File: src/rtl/ps2_keyboard_rx_if.sv
// ps2_keyboard_rx_if: PS/2 pin pair in, keyboard status word and event pulse out
interface ps2_keyboard_rx_if #(parameter int bus = 32);
   logic           ps2_clk;
   logic           ps2_data;
   logic [bus-1:0] keyboard_data;
   logic           event_valid;
   modport master (output ps2_clk, output ps2_data, input keyboard_data, input event_valid);
   modport slave (input ps2_clk, input ps2_data, output keyboard_data, output event_valid);
endinterface

File: src/rtl/ps2_keyboard_rx.sv
// ps2_keyboard_rx: PS/2 frame receiver with scan-code set 2 make/break/extended decode
module ps2_keyboard_rx #(
   parameter int bus = 32,
   parameter int TIMEOUT_CYCLES = 100000
) (
   input logic clk,
   input logic reset,
   ps2_keyboard_rx_if.slave kb
);
   typedef enum logic [1:0] {IDLE, RECV, CHECK, DECODE} state_t;
   localparam int TW = $clog2(TIMEOUT_CYCLES + 1);
   localparam logic [TW-1:0] TO_LAST = TW'(TIMEOUT_CYCLES - 1);
   state_t state_q, state_d;
   logic [2:0] clk_sync_q;
   logic [1:0] dat_sync_q;
   logic [3:0] bitcnt_q, bitcnt_d;
   logic [9:0] sr_q, sr_d;
   logic [TW-1:0] to_q, to_d;
   logic [7:0] code_q, code_d, evcnt_q, evcnt_d;
   logic ext_q, ext_d, held_q, held_d, err_q, err_d;
   logic ext_pend_q, ext_pend_d, brk_pend_q, brk_pend_d, ev_q, ev_d;
   logic fall, bit_in;
   logic [31:0] word;
   assign fall = clk_sync_q[2] & ~clk_sync_q[1];
   assign bit_in = dat_sync_q[1];
   assign word = {err_q, 7'd0, evcnt_q, 6'd0, held_q, ext_q, code_q};
   assign kb.keyboard_data = bus'(word);
   assign kb.event_valid = ev_q;
   // synchronisers idle high; all decode state and the status word reset to zero
   always_ff @(posedge clk) begin
      if (reset) begin
         clk_sync_q <= '1;
         dat_sync_q <= '1;
         state_q    <= IDLE;
         bitcnt_q   <= '0;
         sr_q       <= '0;
         to_q       <= '0;
         code_q     <= '0;
         evcnt_q    <= '0;
         ext_q      <= 1'b0;
         held_q     <= 1'b0;
         err_q      <= 1'b0;
         ext_pend_q <= 1'b0;
         brk_pend_q <= 1'b0;
         ev_q       <= 1'b0;
      end else begin
         clk_sync_q <= {clk_sync_q[1:0], kb.ps2_clk};
         dat_sync_q <= {dat_sync_q[0], kb.ps2_data};
         state_q    <= state_d;
         bitcnt_q   <= bitcnt_d;
         sr_q       <= sr_d;
         to_q       <= to_d;
         code_q     <= code_d;
         evcnt_q    <= evcnt_d;
         ext_q      <= ext_d;
         held_q     <= held_d;
         err_q      <= err_d;
         ext_pend_q <= ext_pend_d;
         brk_pend_q <= brk_pend_d;
         ev_q       <= ev_d;
      end
   end
   // frame reception, validity check and scan-code decode
   always_comb begin
      state_d    = state_q;
      bitcnt_d   = bitcnt_q;
      sr_d       = sr_q;
      to_d       = to_q;
      code_d     = code_q;
      evcnt_d    = evcnt_q;
      ext_d      = ext_q;
      held_d     = held_q;
      err_d      = err_q;
      ext_pend_d = ext_pend_q;
      brk_pend_d = brk_pend_q;
      ev_d       = 1'b0;
      case (state_q)
         IDLE: begin
            to_d = '0;
            if (fall && !bit_in) begin
               state_d  = RECV;
               bitcnt_d = '0;
            end
         end
         RECV: begin
            if (fall) begin
               sr_d     = {bit_in, sr_q[9:1]};
               bitcnt_d = bitcnt_q + 4'd1;
               to_d     = '0;
               state_d  = (bitcnt_q == 4'd9) ? CHECK : RECV;
            end else if (to_q == TO_LAST) begin
               state_d = IDLE;
               err_d   = 1'b1;
            end else begin
               to_d = to_q + 1'b1;
            end
         end
         CHECK: begin
            state_d = (sr_q[9] && ^sr_q[8:0]) ? DECODE : IDLE;
            err_d   = err_q | ~(sr_q[9] & ^sr_q[8:0]);
         end
         DECODE: begin
            state_d = IDLE;
            if (sr_q[7:0] == 8'hE0) begin
               ext_pend_d = 1'b1;
            end else if (sr_q[7:0] == 8'hF0) begin
               brk_pend_d = 1'b1;
            end else begin
               ext_pend_d = 1'b0;
               brk_pend_d = 1'b0;
               evcnt_d    = evcnt_q + 8'd1;
               ev_d       = 1'b1;
               if (brk_pend_q) begin
                  held_d = (sr_q[7:0] == code_q && ext_pend_q == ext_q) ? 1'b0 : held_q;
               end else begin
                  code_d = sr_q[7:0];
                  ext_d  = ext_pend_q;
                  held_d = 1'b1;
               end
            end
         end
         default: state_d = IDLE;
      endcase
   end
endmodule
File: src/flat_wrapper.sv
// flat-port wrapper written by rule: the top's interface ports become plain ports
module ps2_keyboard_rx_flat 
#(
   parameter int bus = 32,
   parameter int TIMEOUT_CYCLES = 100000
)
  (clk, reset, kb_ps2_clk, kb_ps2_data, kb_keyboard_data, kb_event_valid);
  ps2_keyboard_rx_if #(.bus(bus)) kb_i ();
  input logic clk;
  input logic reset;
  input wire logic [$bits(kb_i.ps2_clk)-1:0] kb_ps2_clk;
  input wire logic [$bits(kb_i.ps2_data)-1:0] kb_ps2_data;
  output wire logic [$bits(kb_i.keyboard_data)-1:0] kb_keyboard_data;
  output wire logic [$bits(kb_i.event_valid)-1:0] kb_event_valid;
  assign kb_i.ps2_clk = kb_ps2_clk;
  assign kb_i.ps2_data = kb_ps2_data;
  assign kb_keyboard_data = kb_i.keyboard_data;
  assign kb_event_valid = kb_i.event_valid;
  ps2_keyboard_rx #(.bus(bus), .TIMEOUT_CYCLES(TIMEOUT_CYCLES)) u_core (.clk(clk), .reset(reset), .kb(kb_i));
endmodule
File: config.mk
export PLATFORM = sky130hd
export DESIGN_NAME = ps2_keyboard_rx_flat
export DESIGN_NICKNAME = d
export VERILOG_FILES = /design/src/rtl/ps2_keyboard_rx_if.sv /design/src/rtl/ps2_keyboard_rx.sv /design/src/flat_wrapper.sv
export SDC_FILE = /design/constraint.sdc
export NUM_CORES = 1
export LEC_CHECK = 0
export CORE_MARGIN = 3
export CORE_UTILIZATION = 45
export DETAILED_ROUTE_END_ITERATION = 8
export PLACE_DENSITY = 0.66
export SYNTH_ARGS = -nofsm -noshare
export SYNTH_HDL_FRONTEND = slang
export SYNTH_SLANG_ARGS = --single-unit
File: constraint.sdc
create_clock -name clk -period 3.7 [get_ports clk]
set_clock_uncertainty 0.05 [all_clocks]
set_input_delay 0.37 -clock clk [delete_from_list [all_inputs] [get_ports clk]]
set_output_delay 0.37 -clock clk [all_outputs]
set_load 0.005 [all_outputs]
# ---- Yosys cells after proc, flatten, opt, wreduce, memory -nomap -nowiden
# Cells that the tools add are included.
dict set report word_totals {
  ff_bits 60
  in_bits 4
  out_inout_bits 33
}
dict set report op_classes {
  mux 21
  n_reduce_logical 19
  n_bitwise 9
  add_sub_neg 3
  eq_ne 17
}
# op n
set ops {}
lappend ops {{$mux W17} 2}
lappend ops {{$pmux W17 S2} 1}
lappend ops {{$add A17 B1 Y17 const B} 1}
lappend ops {{$eq A17 B17 Y1 const B} 1}
lappend ops {{$eq A8 B8 Y1 const B} 2}
lappend ops {{$mux W2} 5}
lappend ops {{$reduce_and A2 Y1} 5}
lappend ops {{$reduce_and A3 Y1} 3}
lappend ops {{$reduce_xor A9 Y1} 1}
lappend ops {{$add A8 B1 Y8 const B} 1}
lappend ops {{$eq A8 B8 Y1} 1}
lappend ops {{$mux W1} 8}
lappend ops {{$mux W4} 2}
lappend ops {{$ne A2 B1 Y1 const B} 4}
lappend ops {{$pmux W2 S4} 1}
lappend ops {{$pmux W4 S2} 1}
lappend ops {{$reduce_and A4 Y1} 2}
lappend ops {{$not A1 Y1} 6}
lappend ops {{$add A4 B1 Y4 const B} 1}
lappend ops {{$eq A2 B2 Y1 const B} 2}
lappend ops {{$eq A4 B4 Y1 const B} 1}
lappend ops {{$ne A2 B2 Y1 const B} 2}
lappend ops {{$reduce_bool A2 Y1} 2}
lappend ops {{$logic_and A1 B1 Y1} 3}
lappend ops {{10 further kinds} 11}

# ---- Logic depth before layout (Yosys ltp)
# Gate-level depths: netlist of run 1.
dict set report logic_depth {
  word_depth 5
  mapped_depth 8
}

# ---- Worst setup path after synthesis of run 1
# OpenSTA, ideal clock, no wires.
dict set report synth_path {
  kind {register to register}
  from {reg u_core.sr_q[4]}
  to {reg u_core.held_q}
  t_required_ps 3521
  t_arrival_ps 1645
  path_slack_ps 1875
  period_less_slack_ps 1825
  path_stages_with_launch 9
  cell_sequence {dfxtp_1 -> inv_1 -> ha_1 -> or2_0 -> a21boi_1 -> buf_2 -> nand4_1 -> o41ai_1 -> a21oi_1}
}
dict set report synth_via {
  elab_chain_len 4
  elab_cells_between_ends 8
  classes_between {eq/ne: 4; bitwise: 2; reduce/logical: 2}
}
# item line
set synth_rtl {}
lappend synth_rtl {{start: declaration} ps2_keyboard_rx.sv:17} ;# logic [9:0] sr_q, sr_d;
lappend synth_rtl {{start signal: assignment} ps2_keyboard_rx.sv:51} ;# sr_q <= sr_d;
lappend synth_rtl {{$eq A8 B8 Y1} ps2_keyboard_rx.sv:114} ;# held_d = (sr_q[7:0] == code_q && ext_pend_q == ext_q) ? 1'b0 : held_q;
lappend synth_rtl {{$logic_and A1 B1 Y1} ps2_keyboard_rx.sv:114}
lappend synth_rtl {{$ne A2 B2 Y1 (no line)} --}
lappend synth_rtl {{$reduce_and A4 Y1 (no line) *} --}
lappend synth_rtl {{end signal: assignment} ps2_keyboard_rx.sv:56} ;# held_q <= held_d;
lappend synth_rtl {{end: declaration} ps2_keyboard_rx.sv:20} ;# logic ext_q, ext_d, held_q, held_d, err_q, err_d;
# Every way passes the cells marked *; elsewhere a longest branch is shown, timed or not.
# A chain may end at the register's enable or synchronous reset.

# ---- Final worst setup path of run 1
dict set report layout_path {
  from {reg u_core.sr_q[4]}
  to {reg u_core.code_q[3]}
}
dict set report layout_via {
  elab_chain_len 3
  elab_cells_between_ends 5
  classes_between {eq/ne: 2; bitwise: 2; reduce/logical: 1}
}
# item line
set layout_rtl {}
lappend layout_rtl {{$eq A8 B8 Y1 (on tied branches)} {ps2_keyboard_rx.sv:104, ps2_keyboard_rx.sv:106}}
lappend layout_rtl {{$not A1 Y1 (no line)} --}
lappend layout_rtl {{$reduce_and A4 Y1 (no line) *} --}
lappend layout_rtl {{end signal: assignment} ps2_keyboard_rx.sv:53} ;# code_q <= code_d;
lappend layout_rtl {{end: declaration} ps2_keyboard_rx.sv:19} ;# logic [7:0] code_q, code_d, evcnt_q, evcnt_d;
# Marked as above.

==> flow_metrics.py, run 1 <==
metrics = {
    "logic_synthesis": {
        "synth_area_leader_cell": "dfxtp_1",
        "post-synth-top-count-cell": "dfxtp_1",
        "ys_top_cells_by_count": "60 x dfxtp_1, 47 x nor2_1, 39 x nand2_1",
        "postSynthAreaPerCell_um2": 8.972,
        "ys_ff_latch": 60,
        "synth_area_leaders": "dfxtp_1 42%, xor2_1 7.3%, nor2_1 6.1%",
        "synth_top_family_by_area": "simple AND/OR/NAND/NOR gates",
        "async_flop_share_pct": 0,
        "synth_adder_area_share_pct": 6.063,
        "synth_warnings": 0,
        "ys_seq_area_share_pct": 41.58,
        "synth.area.mux_share_pct": 3.811,
        "synth_edf_count": 0,
        "synth-simple-area-share_pct": 23.08,
        "synth_top_area_share_pct": 41.58,
        "synthXorXnorAreaFrac_pct": 11.09,
        "synthCells": 322,
        "synth_flop_cell": "dfxtp_1",
        "synthesis.area_um2": 2889,
        "synth_compound_area_share_pct": 7.492,
        "synth_cell_types": 45,
    },
    "worst_hold_path": {
        "min_path_type": "flop to flop",
    },
    "die": {
        "die-area_um2": 7418,
        "die_h_um": 86.13,
        "num_rows": 28,
        "core_area_um2": 6061,
        "die_w_um": 86.13,
        "num_io_pins": 37,
        "start_util_pct": 47.67,
    },
    "sta": {
        "setup_viol": 0,
        "timing.hold.ws_ps": 359.7,
        "setup_tns_ps": 0,
        "rsz0062_at_grt": "no",
        "max_freq_mhz": 462.8,
        "finalHoldViolCount": 0,
        "period_minus_slack_ps": 2161,
        "tightest_slew_ps": 713.3,
        "post-route-period-util_pct": 58.40,
        "drv_slew": 0,
        "slew_headroom_pct": 52.27,
    },
    "cts": {
        "clock_latency_ps": 340,
        "cts_tree": "done",
        "numCtsBuffers": 9,
        "root_buffer": "clkbuf_8",
        "clk_pin_slew_ps": 70,
        "htreeDepth": 3,
        "cts_resized": 0,
        "cts_hold_buf": 0,
        "post_cts_buffers": 0,
        "clock_sinks": 60,
        "clk_path_buf_depth": 2,
    },
    "global_routing": {
        "antenna_found_initial": 0,
        "grt_pass1_wl_um": 8383,
        "grt_use_total_pct": 14.37,
        "grt_max_degree": 46,
        "grt_overflow": 0,
        "grt_pass1_vias": 1833,
    },
    "routing": {
        "drc": 0,
        "drtIter0Drc": 109,
        "vias": 2135,
        "postRouteAntennaNets": 0,
        "wl_um": 5039,
        "first_pass_iters": 4,
        "wire_per_inst_um": 11.88,
        "vias_per_cell": 5.035,
    },
    "power_and_ir_drop": {
        "peakVddDrop_uv": 237.8,
        "leakagePower_uw": 0.001306,
        "power.density_nw_per_um2": 377.7,
    },
    "placed_design": {
        "portBuffers": 23,
        "detailed_place_hpwl_um": 3522,
        "routabilityCongestion": 0.8162,
        "dpl.cell_count": 408,
    },
    "run": {
        "drv_cap": 0,
    },
    "final_layout": {
        "final_util_pct": 54.25,
        "diodes": 0,
        "nNetsFinal": 362,
        "n_fill_cell": 563,
        "area_delta_synth_final_pct": 13.82,
        "drive_above_1_share_pct": 8.596,
        "final_cells": 424,
    },
    "run_status": {
        "status": "complete, no violations",
    },
    "worst_setup_path": {
        "path_max_fanout": 11,
        "cp.required_ps": 3870,
        "cp-start-kind": "flop",
        "cp-end-kind": "flop",
        "crit_arrival_ps": 2330,
        "crit_type": "flop to flop",
    },
}
-- routing by layer --
metal / wire [um] / vias up / GRT usage [%]
met5: 0 / - / 0
met4: 43 / 0 / 8.201
met3: 208 / 4 / 4.035
met2: 2205 / 48 / 20.60
met1: 2582 / 984 / 19.23
li1: - / 1099 / -
-- worst paths after layout --
check                                     startpoint              endpoint  slack (ps)  cells after the start
worst max-delay path                  u_core.sr_q[4]      u_core.code_q[3]        1540                      8
worst min-delay path            u_core.clk_sync_q[0]  u_core.clk_sync_q[1]         360                      1
worst max register to register        u_core.sr_q[4]      u_core.code_q[3]        1540                      8
worst min register to register  u_core.clk_sync_q[0]  u_core.clk_sync_q[1]         360                      1
-- where the power goes --
group,total (uW),internal (uW),switching (uW),leakage [uW]
Clock,517,245,272,0.0000896
Sequential,657,652,4.90,0.000484
Combinational,68.1,23.5,44.6,0.000732
-- area by class of cell --
type / instances / area [um2] / share of cell area (%)
Clock buffer: 9 / 123.9 / 3.767
Clock inverter: 7 / 52.55 / 1.598
Inverter: 9 / 33.78 / 1.027
Multi-Input combinational cell: 239 / 1538 / 46.77
Sequential cell: 60 / 1201 / 36.53
Tap cell: 75 / 93.84 / 2.854
Timing Repair Buffer: 25 / 245.2 / 7.458
-- cells by family after synthesis --
group / Yosys count
mux: 11
buf+inv: 35
compound gates: 32
other cells: 1
xor+xnor: 35
fa+ha+maj: 14
simple gates: 134
flops: 60
-- metrics by stage --
| step | area (um2) | setup slack, ps | total power [uW] |
|---|---|---|---|
| detailed placement | 3112 | 1539 | 739.7 |
| CTS | 3288 | 1521 | 1263 |
| floorplan | 2934 | 1875 | 733.7 |
| finish | 3288 | 1539 | 1242 |
| global placement | 3112 | 1606 | 738.6 |
| global route | 3288 | 1347 | 1300 |
-- critical path, cell delays in order, from the launching register on --
cell      delay (ps)
dfxtp_1          430
inv_1             70
ha_1             230
or2_0            230
a21boi_1         140
buf_4            190
nand2b_1         360
mux2i_1          280
nor2_1            50
-- flip-flops by register name, indices dropped and copies added (netlist names), 2 cells and up --
register and count:
u_core.to_q 17, u_core.sr_q 10, u_core.code_q 8, u_core.evcnt_q 8, u_core.bitcnt_q 4, u_core.clk_sync_q 3, u_core.dat_sync_q 2, u_core.state_q 2
-- cell usage in the layout (no fill, tap or decap), drive strengths merged, types with 11 or more instances in the layout --
master         count
nor2              47
dfxtp             60
a21oi             17
xor2              24
clkdlybuf4s50     23
ha                14
nand4             12
mux2i             11
conb              13
nand2             39
Power figures use the tool's default switching activity.
==> run 2, diff against run 1 <==
clock period = 2.05 ns   (was 3.7 ns; I/O delays follow)
==> run 2 against run 1 <==
First-iteration DRC count down 14%. Clock power up 110%. Cell area up 2.7%. Sequential share of layout area down 0.97 points. Critical path type unchanged. Critical endpoint is now u_core.err_q. Highest routed layer unchanged.
==> flow_metrics.py, run 2 (synthesized netlist as in run 1, its figures left out) <==
metrics = {
    "final_layout": {
        "final_cell_mix": "60 x dfxtp_1, 47 x nor2_1, 38 x nand2_1",
        "area_delta_synth_final_pct": 16.93,
        "final_cells": 430,
        "regMostFlops": "u_core.to_q",
        "largest_reg_flops": 17,
        "seq_area_um2": 1201,
        "nNetsFinal": 368,
        "diodes": 0,
        "drive_above_1_share_pct": 10.42,
        "multi_input_area_um2": 1544,
        "n_fill_cell": 565,
        "layout_commonest_cell": "dfxtp_1",
        "top_regs": "u_core.to_q (17), u_core.sr_q (10)",
    },
    "worst_setup_path": {
        "path_max_fanout": 4,
        "cp-start-kind": "flop",
        "crit_type": "flop to flop",
        "cp.required_ps": 2230,
        "cp-end-kind": "flop",
        "crit_arrival_ps": 2060,
    },
    "placed_design": {
        "detailed_place_hpwl_um": 3660,
        "pre_cts_slack_ps": 124.2,
        "routabilityCongestion": 0.8074,
        "dpl.cell_count": 414,
        "portBuffers": 23,
    },
    "cts": {
        "cts_resized": 0,
        "numCtsBuffers": 9,
        "htreeDepth": 3,
        "clk_pin_slew_ps": 70,
        "clock_sinks": 60,
        "root_buffer": "clkbuf_8",
        "clock_latency_ps": 340,
        "cts_tree": "done",
        "cts_hold_buf": 0,
        "post_cts_buffers": 0,
        "clk_path_buf_depth": 2,
    },
    "sta": {
        "rsz0062_at_grt": "no",
        "fin_ws_ps": 171.1,
        "setup_tns_ps": 0,
        "drv_slew": 0,
        "finalHoldViolCount": 0,
        "post-route-period-util_pct": 91.65,
        "setup_viol": 0,
        "period_minus_slack_ps": 1879,
        "max_freq_mhz": 532.2,
    },
    "power_and_ir_drop": {
        "finalPower_uw": 2384,
        "power.density_nw_per_um2": 705.7,
        "peakVddDrop_uv": 407.7,
        "leakagePower_uw": 0.001342,
    },
    "routing": {
        "drtIter0Drc": 94,
        "vias": 2125,
        "wl_um": 5161,
        "first_pass_iters": 4,
        "drc": 0,
        "wire_per_inst_um": 12.00,
        "postRouteAntennaNets": 0,
        "vias_per_cell": 4.942,
    },
    "run_status": {
        "status": "complete, no violations",
    },
    "die": {
        "die-area_um2": 7418,
        "die_w_um": 86.13,
        "num_rows": 28,
        "num_io_pins": 37,
        "core_area_um2": 6061,
        "die_h_um": 86.13,
        "start_util_pct": 47.67,
    },
    "worst_hold_path": {
        "min_path_type": "flop to flop",
    },
    "global_routing": {
        "antenna_found_initial": 0,
        "grt_overflow": 0,
        "grtUsageMet2_pct": 23.27,
        "grt.met1_usage_pct": 19.15,
        "grtUsageMet3_pct": 5.764,
        "grt_pass1_vias": 1993,
        "grt-busiest-layer": "met2",
        "grt_use_total_pct": 15.16,
        "grt_pass1_wl_um": 8907,
        "grt_max_degree": 45,
    },
    "run": {
        "drv_cap": 0,
    },
}
==> run 2: cell count changes in the layout (fill, tap and decap cells not counted), sizes merged <==
cell and change:
buf +6, clkinv -4, clkbuf +2, clkinvlp +2, bufinv +1, inv -1
==> run 2: worst max-delay path: stages, from the launching register on <==
cell	delay (ps)
dfxtp_1	390
inv_1	60
ha_1	300
xnor3_1	350
xnor2_1	170
nand3_1	160
a41oi_1	230
nor2_1	60
==> run 2: layout make-up <==
class	count	area share, %
clock buffer	11	4.185
clock inverter	5	1.815
inverter	9	1.000
multi-input combinational	239	45.70
sequential	60	35.56
tap	75	2.778
timing repair buffer	31	8.963
==> run 2: per-stage QoR <==
step	hold WS, ps	utilization [%]	area [um2]
final	358.0	55.74	3378
after global placement	342.3	52.29	3169
after floorplan	258.8	-	2934
after detailed placement	342.8	52.29	3169
after global routing	351.5	55.74	3378
after CTS	356.3	55.64	3372
==> run 2: power by group <==
group | internal [uW] | leakage [uW] | switching [uW] | total [uW]
registers | 1180 | 0.000484 | 8.23 | 1180
clock network | 596 | 0.0000918 | 474 | 1070
logic | 47.2 | 0.000766 | 81.9 | 129
==> run 2: path summary, 6_finish.rpt <==
check	slack (ps)	endpoint	start	cells after the start
hold / removal	360	u_core.clk_sync_q[1]	u_core.clk_sync_q[0]	1
setup / recovery	170	u_core.err_q	u_core.sr_q[4]	7
hold reg to reg	360	u_core.clk_sync_q[1]	u_core.clk_sync_q[0]	1
setup reg to reg	170	u_core.err_q	u_core.sr_q[4]	7
==> run 2: routing by layer <==
metal | vias up | part of all wire, %
li1 | 1103 | -
met1 | 978 | 48
met2 | 37 | 46
met3 | 7 | 4.2
met4 | 0 | 1.7
met5 | - | 0
